`config.mk`:
```
export PLATFORM = sky130hd
export DESIGN_NAME = sixteen_bit_adder
export DESIGN_NICKNAME = d
export VERILOG_FILES = /design/src/rtl/sixteen_bit_adder.sv
export SDC_FILE = /design/constraint.sdc
export NUM_CORES = 1
export LEC_CHECK = 0
export CAP_MARGIN = 20
export CORE_ASPECT_RATIO = 1.25
export CORE_UTILIZATION = 49
export CTS_BUF_LIST = sky130_fd_sc_hd__clkbuf_4
export DETAILED_ROUTE_END_ITERATION = 7
export HOLD_SLACK_MARGIN = 0.08
export PLACE_DENSITY = 0.87
export SYNTH_ARGS = -nofsm -noshare
export SYNTH_HDL_FRONTEND = slang
export SYNTH_SLANG_ARGS = --single-unit
```
`constraint.sdc`:
```
create_clock -name clk -period 1.5 [get_ports clk]
set_input_delay 0.375 -clock clk [delete_from_list [all_inputs] [get_ports clk]]
set_output_delay 0.375 -clock clk [all_outputs]
set_load 0.02 [all_outputs]
```
`src/rtl/sixteen_bit_adder.sv`:
```
// sixteen_bit_adder: 16-bit two-level carry-lookahead adder with registered
// result and flags (one clock of latency, one operation per cycle).
//
// Ports:
//   clk       system clock, rising edge
//   rst_n     asynchronous active-low reset, clears all output registers
//   in_valid  operands valid; captured on the rising edge
//   A, B      16-bit operands
//   Cin       carry-in (chain from a lower 16-bit slice for 32-bit adds)
//   Sum       registered (A + B + Cin) mod 65536
//   Cout      registered carry out of bit 15
//   Ovf       registered signed overflow (c16 ^ c15)
//   out_valid registered copy of in_valid
//
// Sum/Cout/Ovf hold their last captured values while in_valid is low.
// out_valid marks them as fresh for exactly one cycle.

// 4-bit lookahead group: internal carries from the group carry-in,
// plus group generate/propagate for the second-level unit.
module cla4_group (
  input  logic [3:0] g,
  input  logic [3:0] p,
  input  logic       cin,
  output logic [3:0] c,    // carry into each bit of the group
  output logic       gg,
  output logic       gp
);
  // Every carry is a flat sum of products of g/p/cin: no ripple inside the group.
  assign c[0] = cin;
  assign c[1] = g[0] | (p[0] & cin);
  assign c[2] = g[1] | (p[1] & g[0]) | (p[1] & p[0] & cin);
  assign c[3] = g[2] | (p[2] & g[1]) | (p[2] & p[1] & g[0])
              | (p[2] & p[1] & p[0] & cin);

  assign gg = g[3] | (p[3] & g[2]) | (p[3] & p[2] & g[1])
            | (p[3] & p[2] & p[1] & g[0]);
  assign gp = &p;
endmodule

// Second-level lookahead: group carry-ins c0/c4/c8/c12 and the final c16,
// each derived directly from GG/GP and Cin.
module cla_lcu4 (
  input  logic [3:0] gg,
  input  logic [3:0] gp,
  input  logic       cin,
  output logic [3:0] gc,   // carry into each group (c0, c4, c8, c12)
  output logic       cout  // c16
);
  assign gc[0] = cin;
  assign gc[1] = gg[0] | (gp[0] & cin);
  assign gc[2] = gg[1] | (gp[1] & gg[0]) | (gp[1] & gp[0] & cin);
  assign gc[3] = gg[2] | (gp[2] & gg[1]) | (gp[2] & gp[1] & gg[0])
               | (gp[2] & gp[1] & gp[0] & cin);
  assign cout  = gg[3] | (gp[3] & gg[2]) | (gp[3] & gp[2] & gg[1])
               | (gp[3] & gp[2] & gp[1] & gg[0])
               | (gp[3] & gp[2] & gp[1] & gp[0] & cin);
endmodule

module sixteen_bit_adder (
  input  logic        clk,
  input  logic        rst_n,
  input  logic        in_valid,
  input  logic [15:0] A,
  input  logic [15:0] B,
  input  logic        Cin,
  output logic [15:0] Sum,
  output logic        Cout,
  output logic        Ovf,
  output logic        out_valid
);
  localparam int NUM_GRP = 4;
  localparam int GRP_W   = 4;

  typedef struct packed {
    logic [15:0] sum;
    logic        cout;
    logic        ovf;
  } add_rsp_t;

  logic [NUM_GRP-1:0][GRP_W-1:0] g, p, c;
  logic [NUM_GRP-1:0]            gg, gp, gc;
  logic                          c16;
  add_rsp_t                      rsp_d, rsp_q;

  assign g = A & B;
  assign p = A ^ B;

  genvar i;
  generate
    for (i = 0; i < NUM_GRP; i++) begin : g_grp
      cla4_group u_grp (
        .g   (g[i]),
        .p   (p[i]),
        .cin (gc[i]),
        .c   (c[i]),
        .gg  (gg[i]),
        .gp  (gp[i])
      );
    end
  endgenerate

  cla_lcu4 u_lcu (
    .gg   (gg),
    .gp   (gp),
    .cin  (Cin),
    .gc   (gc),
    .cout (c16)
  );

  assign rsp_d.sum  = p ^ c;
  assign rsp_d.cout = c16;
  // c[3][3] is the carry into bit 15; overflow when it differs from c16.
  assign rsp_d.ovf  = c16 ^ c[3][3];

  always_ff @(posedge clk or negedge rst_n) begin
    if (!rst_n) begin
      rsp_q     <= '0;
      out_valid <= 1'b0;
    end else begin
      out_valid <= in_valid;
      if (in_valid) rsp_q <= rsp_d;
    end
  end

  assign Sum  = rsp_q.sum;
  assign Cout = rsp_q.cout;
  assign Ovf  = rsp_q.ovf;
endmodule

```
==> results_dict.tcl, run 1 <==
set metrics [dict create \
    clockRootBuffer "clkbuf_4" \
    syn-instance-count 152 \
    clk_path_buf_depth 2 \
    crit_endpoint "Sum[13]$_DFFE_PN0P_/D" \
    worst_endpoint_kind "sequential cell input" \
    dp_cells 271 \
    ioPinCount 55 \
    grt_max_degree 24 \
    cts_hold_buf 0 \
    synth_fp_nets 208 \
    cts.sinks 19 \
    grtUsageTotal_pct 83.7 \
    place_area_um2 2450 \
    synth.distinct_cells 42 \
    netlist_area_um2 1470 \
    synth_area_per_cell_um2 9.65 \
    error_message "[ERROR GRT-0232] Routing congestion too high. Check the congestion heatmap in the GUI." \
    dieHeight_um 63.2 \
    ys_ff_latch 19 \
    post-dp-hpwl_um 3960 \
    die-width_um 50.9 \
    outcome "did not finish" \
    grt.overflow.total 164 \
    lastStage "global routing (5_1_grt)" \
    io_buffers 54 \
    rows 21 \
    initial_core_util_pct 53.2 \
    numCtsBuffers 3 \
    synth-seq-area-share_pct 32.4 \
    ys_warn_count 0 \
    htree_levels 1 \
    gp_congestion 0.912 \
]
[cell usage after synthesis, drive strengths merged]
library cell	n	area, um^2
ha	16	200
o221ai	2	17.5
inv	7	26.3
dfrtp	19	475
xnor2	4	35.0
nand4	3	18.8
and4	1	8.76
nand2	11	41.3
or4	2	15.0
and3	4	26.3
and2	1	6.26
a311o	1	10.0
a21oi	12	63.8
mux2	5	56.3
a22oi	2	15.0
o21a	1	7.51
a21o	6	47.6
fa	4	80.1
nor2	12	45.0
nor3	4	20.0
o21ai	4	20.0
clkbuf	4	15.0
nor2b	1	6.26
a211oi	4	35.0
a31oi	1	6.26
buf	1	11.3
nand3	6	35.0
a211o	3	26.3
o211ai	2	15.0
o21bai	1	11.3
nand3b	2	15.0
a2111oi	1	10.0
o311ai	1	8.76
nor4b	1	8.76
o2111ai	2	17.5
xor2	1	8.76
[metal layers]
metal,global-route usage [%],overflow
met4,105,63
met5,0,0
met1,83.4,0
met2,109,101
met3,43.0,0
[logic make-up after synthesis]
group,after synthesis,share of synthesized area [%]
DFF,19,32.4
xor gates and xnor gates,5,2.99
muxes,5,3.84
AOI/OAI and AO/OA,43,21.2
and+or+nand+nor,48,16.8
adders and majority gates,20,19.1
buffers and inverters,12,3.58
[stage by stage]
stage                     worst slack, ns  utilization [%]  TNS [ns]
after floorplan                    -0.789                -     -5.04
after global placement              -1.33             88.9    -15.95
after detailed placement            -1.46             88.9    -17.23
after CTS                          -0.753             94.5     -5.83
[what timing repair did]
item                                    4_1_cts
pin swaps                                    29
buffers inserted                              9
gates resized for setup                     119
endpoints found under the setup margin       36
cloned                                        0
==> run 2: changes to the inputs <==
- CORE_ASPECT_RATIO: 1.25 -> default
- CORE_UTILIZATION: 49 -> 40
- CTS_BUF_LIST: sky130_fd_sc_hd__clkbuf_4 -> default
- HOLD_SLACK_MARGIN: 0.08 -> default
- PLACE_DENSITY: 0.87 -> default
- PLACE_DENSITY_LB_ADDON: default -> 0.15
==> run 2 against run 1 <==
Net effect:
- the flow now finishes, with violations (setup timing)
- synthesized cell count stayed put
- area after synthesis unchanged
==> results_dict.tcl, run 2 <==
set metrics [dict create \
    finalSetupViolations 15 \
    power_density_nw_per_um2 768 \
    insertion_delay_ns 0.32 \
    sw_frac_of_total_pct 37.8 \
    failed_checks "setup timing" \
    die-area_um2 3910 \
    layout_setup_ws_ns -0.605 \
    yosysMostFrequentCell "dfrtp_1" \
    drcViolationCount 0 \
    syn-instance-count 152 \
    synth_top_cell_by_area "dfrtp_1" \
    drive_gt1_share_pct 45.8 \
    drt-pass1-iter-count 4 \
    synthAdderAreaFrac_pct 19.1 \
    multi_input_area_um2 1260 \
    hp-class "input port to asynchronous set/reset pin" \
    largest_register_ff_count 16 \
    p_comb_share_pct 53.9 \
    pre_cts_ws_ns -1.38 \
    die-width_um 62.5 \
    num_vias 1657 \
    outcome "complete, but fails checks" \
    fin_tns_setup_ns -5.91 \
    drv_cap 0 \
    finalCritPeriodShare_pct 140 \
    numCtsBuffers 3 \
    rows 21 \
    max_freq_ghz 0.475 \
    grt_max_degree 20 \
    area_growth_pct 85.3 \
    clk_path_buf_depth 2 \
    slew_viol_final 0 \
    antenna_cells 0 \
    post-dp-hpwl_um 3300 \
    p_clk_share_pct 14.3 \
    routed_wirelength_um 4930 \
    synth_top_family_by_area "compound AO/OA/AOI/OAI gates" \
    drt_iter0_markers 93 \
    grtUsageTotal_pct 24.0 \
    synth_fp_nets 208 \
    grt.overflow.total 0 \
    htree_levels 1 \
    rsz0062_at_grt "true" \
    synth_area_per_cell_um2 9.65 \
    clockRootBuffer "clkbuf_4" \
    ys_ff_latch 19 \
    worstSetupEndpointType "flop" \
    dieHeight_um 62.5 \
    synth-seq-area-share_pct 32.4 \
    cts.sinks 19 \
    ioPinCount 55 \
    critPathLaunchType "input port" \
    synthMuxAreaShare_pct 3.84 \
    ys_warn_count 0 \
    min_period_ns 2.10 \
    grt_antenna_before_repair 0 \
    synth_edf_count 0 \
    io_buffers 54 \
    hold_violations 0 \
    final_antenna_net_count 0 \
    layout_commonest_cell "buf_4" \
    initial_core_util_pct 42.9 \
    final_cell_mix "39 x buf_4, 25 x dlygate4sd2_1, 19 x dfrtp_1" \
    synth_compound_area_share_pct 21.2 \
    worst_clock_skew_ns 0 \
    critPathKind "input port to flop" \
    grt_pass1_wl_um 7500 \
    first_global_vias 1630 \
    clk_pin_slew_worst_paths_ns 0.14 \
    synth-simple-area-share_pct 16.8 \
    final-seq-area_um2 475 \
    nFillCells 235 \
    netlist_area_um2 1470 \
    gp_congestion 0.843 \
    relSlewSlack_pct 76.5 \
    ys_async_sr_fraction_pct 100 \
    p_leak_nw 1.23 \
    seq_power_share_pct 31.8 \
    routedWlPerCell_um 16.6 \
    synth_xor_area_share_pct 2.99 \
    netlist_top_cells_area "dfrtp_1 32%, ha_1 14%, fa_1 5.5%" \
    tightest_slew_ns 0.348 \
    synth.distinct_cells 42 \
    via_per_inst 5.58 \
    ys_top_cells_by_count "19 x dfrtp_1, 16 x ha_1, 12 x nor2_1" \
    cp.arrival_ns 2.32 \
    coreArea_um2 3420 \
    ir_drop_mv 0.453 \
    cts_tree "done" \
    p_sw_w 0.000790 \
    synth_top_area_share_pct 32.4 \
    nets 308 \
    worstPathMaxFanout 2 \
    synth_ff_type "dfrtp_1" \
    crit_required_ns 1.72 \
    internal_power_w 0.00130 \
]
[run 2: cell counts after synthesis]
No cell type changed its count.
[run 2: per-stage QoR]
step | utilization, % | hold WS [ns] | cells | total power, W | area, um^2
after detailed placement | 72.2 | 0.487 | 283 | 0.00170 | 2470
after floorplan | - | 0.0794 | 152 | 0.00120 | 1630
after CTS | 77.4 | 0.403 | 293 | 0.00200 | 2650
after global placement | 72.2 | 0.473 | 283 | 0.00168 | 2470
after global routing | 79.6 | 0.399 | 297 | 0.00220 | 2720
final | 79.6 | 0.381 | 297 | 0.00209 | 2720
[run 2: cells by family (layout without fill, tap and decap cells)]
logic type | Yosys count | in the layout
flip-flops | 19 | 19
XOR/XNOR | 5 | 5
multiplexers | 5 | 5
AND/OR/NAND/NOR | 48 | 48
AO/OA/AOI/OAI | 43 | 43
adder cells (fa/ha/maj) | 20 | 20
buffers and inverters | 12 | 111
[run 2: power groups by stage]
stage	Clock [W]	Combinational, W	Sequential (W)
4_1_cts	0.000295	0.00104	0.000663
3_5_place_dp	0	0.00103	0.000675
2_1_floorplan	0	0.000408	0.000794
6_report	0.000298	0.00112	0.000665
5_1_grt	0.000318	0.00121	0.000676
3_3_place_gp	0	0.00101	0.000671
[run 2: path summary, 6_finish.rpt]
kind,start,endpoint,slack (ns),cells past startpoint
max,B[0],Sum[8],-0.60,9
min,rst_n,Sum[1],0.38,2
max reg2reg,Sum[7],Sum[7],0.61,2
min reg2reg,Sum[2],Sum[2],0.51,1
max in group asynchronous,rst_n,Sum[13],0.89,2
min in group clk,A[0],Sum[0],0.49,4
[run 2: repair_timing]
action                     in CTS  in global routing
resized for setup             117                 23
pin swaps                      33                 21
setup endpoints to repair      36                 15
hold buffers                    0                  0
setup buffers                   8                  4
[run 2: worst max-delay path, cell delays in order]
cell      delay [ns]
buf_8           0.10
ha_4            0.24
a211oi_4        0.27
buf_4           0.16
buf_6           0.10
o21bai_4        0.06
a211o_1         0.33
fa_2            0.42
mux2_4          0.26
[run 2: cell type report]
cell class | instances | area share [%]
Clock buffer | 3 | 0.829
Clock inverter | 1 | 0.184
Inverter | 7 | 0.967
Multi-Input combinational cell | 121 | 46.5
Sequential cell | 19 | 17.5
Tap cell | 46 | 2.12
Timing Repair Buffer | 100 | 32.0
[run 2: routing by layer]
layer  vias to the layer above  track usage [%]  share of wire (%)
li1                        773                -                  -
met1                       798             29.4                 40
met2                        69             42.1                 52
met3                        17             2.92                4.7
met4                         0             10.5                3.4
met5                         -                0                  0
No activity file was read; power rests on OpenSTA's default activity.
==> variant 1 (flow settings as in run 2) <==
Remove the register `out_valid`: a continuous assignment takes its place, so the output `out_valid` follows one clock earlier. Comments in the files are not updated.
--- a/src/rtl/sixteen_bit_adder.sv
+++ b/src/rtl/sixteen_bit_adder.sv
@@ -116,10 +116,10 @@
     if (!rst_n) begin
       rsp_q     <= '0;
-      out_valid <= 1'b0;
     end else begin
-      out_valid <= in_valid;
       if (in_valid) rsp_q <= rsp_d;
     end
   end
+
+  assign out_valid = in_valid;
 
   assign Sum  = rsp_q.sum;
Check against the original RTL: not equivalent (a bounded check fails within 4 cycles, from zero or initial values and one cycle with rst_n low).
==> variant 1 against run 2 <==
The flow still finishes with violations (setup timing). First-iteration DRC count down 60%. Sequential share of layout area fell by 0.29 points. Count of clock-buffer cells in the layout increased by 1. Sequential cell count shrank 1. Area after synthesis grew 2.2%. Wire length fell by 9.5%. Non-clock buffer count is 7 lower. Die area is 2.2% higher. Setup slack improved by 0.047 ns. Total power up 0.91%. Cell area is 3.7% lower. Largest power group unchanged.
==> variant 1: results (changes against run 2) <==
Status -> finished with violations
Failing checks -> setup timing
Setup WS post-layout -> -0.558 ns (+0.0467 ns)
Setup crit end -> Sum[12]
Skew-Pair Late Insertion Delay -> 0.25 ns (-0.07 ns)
WHS -> 0.441 ns (+0.0599 ns)
Met3 wire length -> 233 µm (-0.43%)
Max rail drop VDD -> 0.574 mV (+27%)
Global-route usage over all layers -> 23.1% (-0.95 points)
Synth top area cells -> dfrtp_1, ha_1, fa_1
Power Clock -> 0.408 mW (+37%)
DP HPWL -> 3.35 mm (+1.7%)
Met2 Usage GRT -> 45.6% (+3.4 points)
Buffer share of cell area -> 29.8% (-2.1 points)
FILL cells -> 264 (+12%)
Worst slew pin tran -> 0.280 ns (-0.0687 ns)
Total negative slack -> -5.82 ns (+0.0899 ns)
Leak -> 1.19 nW (-3.3%)
Clock power frac -> 19.4% (+5.1 points)
Placement Cell Area -> 0.00241 mm² (-2.3%)
Total net switching power -> 0.744 mW (-5.7%)
Vias -> 1,586 (-4.3%)
Finished Layout Cells -> 290 (-2.4%)
Sink Count -> 18 (-1)
Clk tree area frac -> 2.10% (+1.1 points)
Final Wtd Congestion -> 0.874 (+3.8%)
Met3 global-route usage -> 2.17% (-0.75 points)
Layout cell share with drive strength beyond 1 -> 43.4% (-2.4 points)
Pre-CTS setup slack -> -1.25 ns (+0.133 ns)
Final setup fails -> 15 (unchanged)
Syn_area_per_cell -> 9.86 µm² (+2.2%)
Root buffer selected by CTS -> clkbuf_8
Sequential fraction of total cell area -> 17.2% (-0.29 points)
Final Net Count -> 301 (-2.3%)
Pin count of the biggest net entering global routing -> 27 (+35%)
## variant 1: cell types whose count changed in the layout (fill, tap and decap cells not counted), moves of 3 or more
cell             delta
and3_1              +3
clkdlybuf4s50_1     -6
ha_4                +3
clkbuf_4            -3
dlygate4sd2_1       +4
nor2_1              -3
clkbuf_2            -5
ha_1                -3
buf_2               +7
buf_6               -9
clkbuf_8            +4
## variant 1: critical path: stages
cell	delay (ns)
buf_8	0.10
ha_4	0.23
a211o_1	0.30
nand2_4	0.09
o2111a_1	0.22
nor2_2	0.05
a21o_1	0.16
fa_2	0.41
mux2_4	0.26
## variant 1: cells by family after synthesis
logic type                 count (synthesis)  share of synthesized area [%]
adders and majority gates                 20                           18.7
muxes                                      5                           3.76
buffers and inverters                     12                           5.09
and+or+nand+nor                           48                           17.4
DFF                                       18                           30.0
AOI/OAI and AO/OA                         44                           22.0
xor gates and xnor gates                   5                           2.92
==> variant 2 (config.mk and constraints of run 2) <==
Without the edit above. Add an input register stage for `in_valid`, `A`, `B` and `Cin`, with the module's reset; this delays them by one clock. Comments in the files are not updated.
--- a/src/rtl/sixteen_bit_adder.sv
+++ b/src/rtl/sixteen_bit_adder.sv
@@ -78,4 +78,23 @@
   } add_rsp_t;
 
+  logic in_valid_q;
+  logic [15:0] A_q;
+  logic [15:0] B_q;
+  logic Cin_q;
+
+  always_ff @(posedge clk or negedge rst_n) begin
+    if (!rst_n) begin
+      in_valid_q <= '0;
+      A_q        <= '0;
+      B_q        <= '0;
+      Cin_q      <= '0;
+    end else begin
+      in_valid_q <= in_valid;
+      A_q        <= A;
+      B_q        <= B;
+      Cin_q      <= Cin;
+    end
+  end
+
   logic [NUM_GRP-1:0][GRP_W-1:0] g, p, c;
   logic [NUM_GRP-1:0]            gg, gp, gc;
@@ -83,6 +102,6 @@
   add_rsp_t                      rsp_d, rsp_q;
 
-  assign g = A & B;
-  assign p = A ^ B;
+  assign g = A_q & B_q;
+  assign p = A_q ^ B_q;
 
   genvar i;
@@ -103,5 +122,5 @@
     .gg   (gg),
     .gp   (gp),
-    .cin  (Cin),
+    .cin  (Cin_q),
     .gc   (gc),
     .cout (c16)
@@ -118,6 +137,6 @@
       out_valid <= 1'b0;
     end else begin
-      out_valid <= in_valid;
-      if (in_valid) rsp_q <= rsp_d;
+      out_valid <= in_valid_q;
+      if (in_valid_q) rsp_q <= rsp_d;
     end
   end
Behaviour: not the same (Yosys sat finds a counterexample within 4 cycles, from zero or initial values and one cycle with rst_n low).
==> variant 2 against run 2 <==
The run still ends with setup timing left. Critical path depth shrank 2. Cell area grew 24%. Wire length shrank 8.0%. Sequential cell count grew 34. Core utilization shrank 15 points. Setup slack lost 0.24 ns. Largest power group is now sequential cells. Combinational power shrank 11%. Total power grew 75%. Fmax shrank 10%. Worst hold slack lost 0.34 ns. Area after synthesis grew 49%. Synthesized cell count grew 6.6%. Register-to-register slack lost 1.5 ns. Clock skew grew 0.0088 ns. Largest cell class is now registers.
==> variant 2: results (changes against run 2) <==
Leak -> 1.55 nW (+26%)
Final setup fails -> 15 (unchanged)
Setup WS post-layout -> -0.847 ns (-0.243 ns)
Most frequent cell after synthesis -> dfrtp_1
Worst Hold Class -> input port to asynchronous set/reset pin
Root buffer selected by CTS -> clkbuf_8
Part of the Yosys area used for sequential elements -> 60.6% (+28 points)
Worst reg2reg path startpoint -> A_q[4]
Pins Over Slew Limit -> 0 (unchanged)
YS warnings -> 0 (unchanged)
DP HPWL -> 3.22 mm (-2.5%)
CP max FO -> 2 (unchanged)
Final Wtd Congestion -> 0.759 (-9.9%)
ANT cells -> 0 (unchanged)
Pin count of the biggest net entering global routing -> 54 (+170%)
CP max stage cell -> dfrtp_1
Routed WL per cell -> 14.0 µm (-16%)
Synth Net Count -> 218 (+4.8%)
Synth top area cells -> dfrtp_1, ha_1, mux2_2
Number of global-route vias before repair -> 1,669 (+2.4%)
Crit path max-delay family -> compound AO/OA/AOI/OAI gates
Commonest cells post-synth -> dfrtp_1, ha_1, nand2_1
Global-route usage over all layers -> 17.2% (-6.9 points)
Failing checks -> setup timing
Max rail drop VDD -> 0.647 mV (+43%)
R2R cell count -> 7 (+5)
Mean number of vias per cell -> 4.85 (-13%)
Relative slew slack -> 81.4% (+4.9 points)
Clk_skew -> 0.00882 ns (+0.00882 ns)
Slowest stage delay, CP -> 0.42 ns (about the same)
Htree depth -> 2 (+1)
FILL cells -> 377 (+60%)
Skew-Pair Late Insertion Delay -> 0.30 ns (-0.02 ns)
Layout cell share with drive strength beyond 1 -> 29.5% (-16 points)
Pre-CTS setup slack -> -0.937 ns (+0.442 ns)
First-pass GRT wire length -> 7.78 mm (+3.8%)
Count of different cell masters after synthesis -> 30 (-29%)
DRT iter0 DRCs -> 78 (-16%)
Max Root-Sink Buffers -> 2 (unchanged)
Share of async-settable or async-resettable flops after synthesis -> 100% (unchanged)
Final Net Count -> 309 (+0.32%)
WHS -> 0.0414 ns (-0.340 ns)
Initial antenna violation count -> 0 (unchanged)
First drt pass iteration count -> 4 (unchanged)
Crit path DAT -> 2.54 ns (+0.22 ns)
Status -> finished with violations
Top FF cell, synth -> dfrtp_1
Commonest non-fill, non-tap cell in the layout -> dfrtp_1
CTS clock-pin slew for the worst setup and hold paths -> 0.10 ns (-0.04 ns)
Crit path kind -> register to register
Reg-to-reg endpoint -> Sum[12]
Num CTS Buffers -> 5 (+2)
# port buffers -> 54 (unchanged)
## variant 2: changes by cell type after synthesis, sizes merged, moves of 3 or more
cell / change
dfrtp: +34
nor2: -5
clkbuf: -4
nor3: -4
a211o: -3
mux2: +3
xor2: +3
## variant 2: timing repair
item	4_1_cts	5_1_grt
gates resized for setup	37	14
setup endpoints to repair	34	15
setup buffers	5	0
endpoints found under the hold margin	0	0
pin swaps	18	2
## variant 2: per-layer routing
metal	up-vias	GRT usage (%)	wire, µm
met5	-	0	0
met1	778	19.5	1820
met4	0	5.19	56
li1	746	-	-
met2	41	31.6	2480
met3	8	4.22	176
## variant 2: logic make-up after synthesis
group,after synthesis,synth area share [%]
muxes,8,4.12
DFF,53,60.6
AOI/OAI and AO/OA,35,11.8
xor gates and xnor gates,8,3.20
adders and majority gates,20,12.8
buffers and inverters,11,1.94
and+or+nand+nor,27,5.49
## variant 2: worst register-to-register path: stages, from the launching register on
cell and delay [ns]:
dfrtp_1 0.42, ha_4 0.26, a21o_1 0.17, a221o_1 0.38, a221oi_4 0.25, nand2_1 0.10, fa_2 0.41, mux2_4 0.26
## variant 2: how the worst min path moves through the flow
stage          cells past startpoint  startpoint  endpoint
2_1_floorplan                      0       rst_n    A_q[0]
3_3_place_gp                       2       rst_n    B_q[0]
3_5_place_dp                       2       rst_n    A_q[0]
4_1_cts                            2       rst_n    A_q[0]
5_1_grt                            2       rst_n    Sum[1]
6_report                           2       rst_n    Sum[0]
## variant 2: final cells by class
type / count / area, µm² / area share [%]
Clock buffer: 7 / 86.3 / 2.57
Clock inverter: 1 / 30.0 / 0.894
Inverter: 9 / 33.8 / 1.01
Multi-Input combinational cell: 98 / 1020 / 30.3
Sequential cell: 53 / 1330 / 39.5
Tap cell: 70 / 87.6 / 2.61
Timing Repair Buffer: 86 / 776 / 23.1
## variant 2: through the flow
step | setup TNS [ns] | std cells | total power [mW] | instance area (µm²)
after floorplan | -7.80 | 162 | 2.14 | 2240
after global placement | -9.76 | 312 | 2.61 | 3080
after detailed placement | -10.57 | 312 | 2.65 | 3080
after CTS | -9.78 | 324 | 3.62 | 3280
after global routing | -10.95 | 324 | 3.84 | 3360
final | -9.70 | 324 | 3.65 | 3360
## variant 2: where the power goes
| group | internal (mW) | switching, mW | total [mW] | leakage, nW |
|---|---|---|---|---|
| sequential | 1.58 | 0.0811 | 1.66 | 0.619 |
| combinational | 0.526 | 0.471 | 0.997 | 0.873 |
| clock | 0.544 | 0.447 | 0.991 | 0.0585 |
| total | 2.65 | 0.999 | 3.65 | 1.55 |
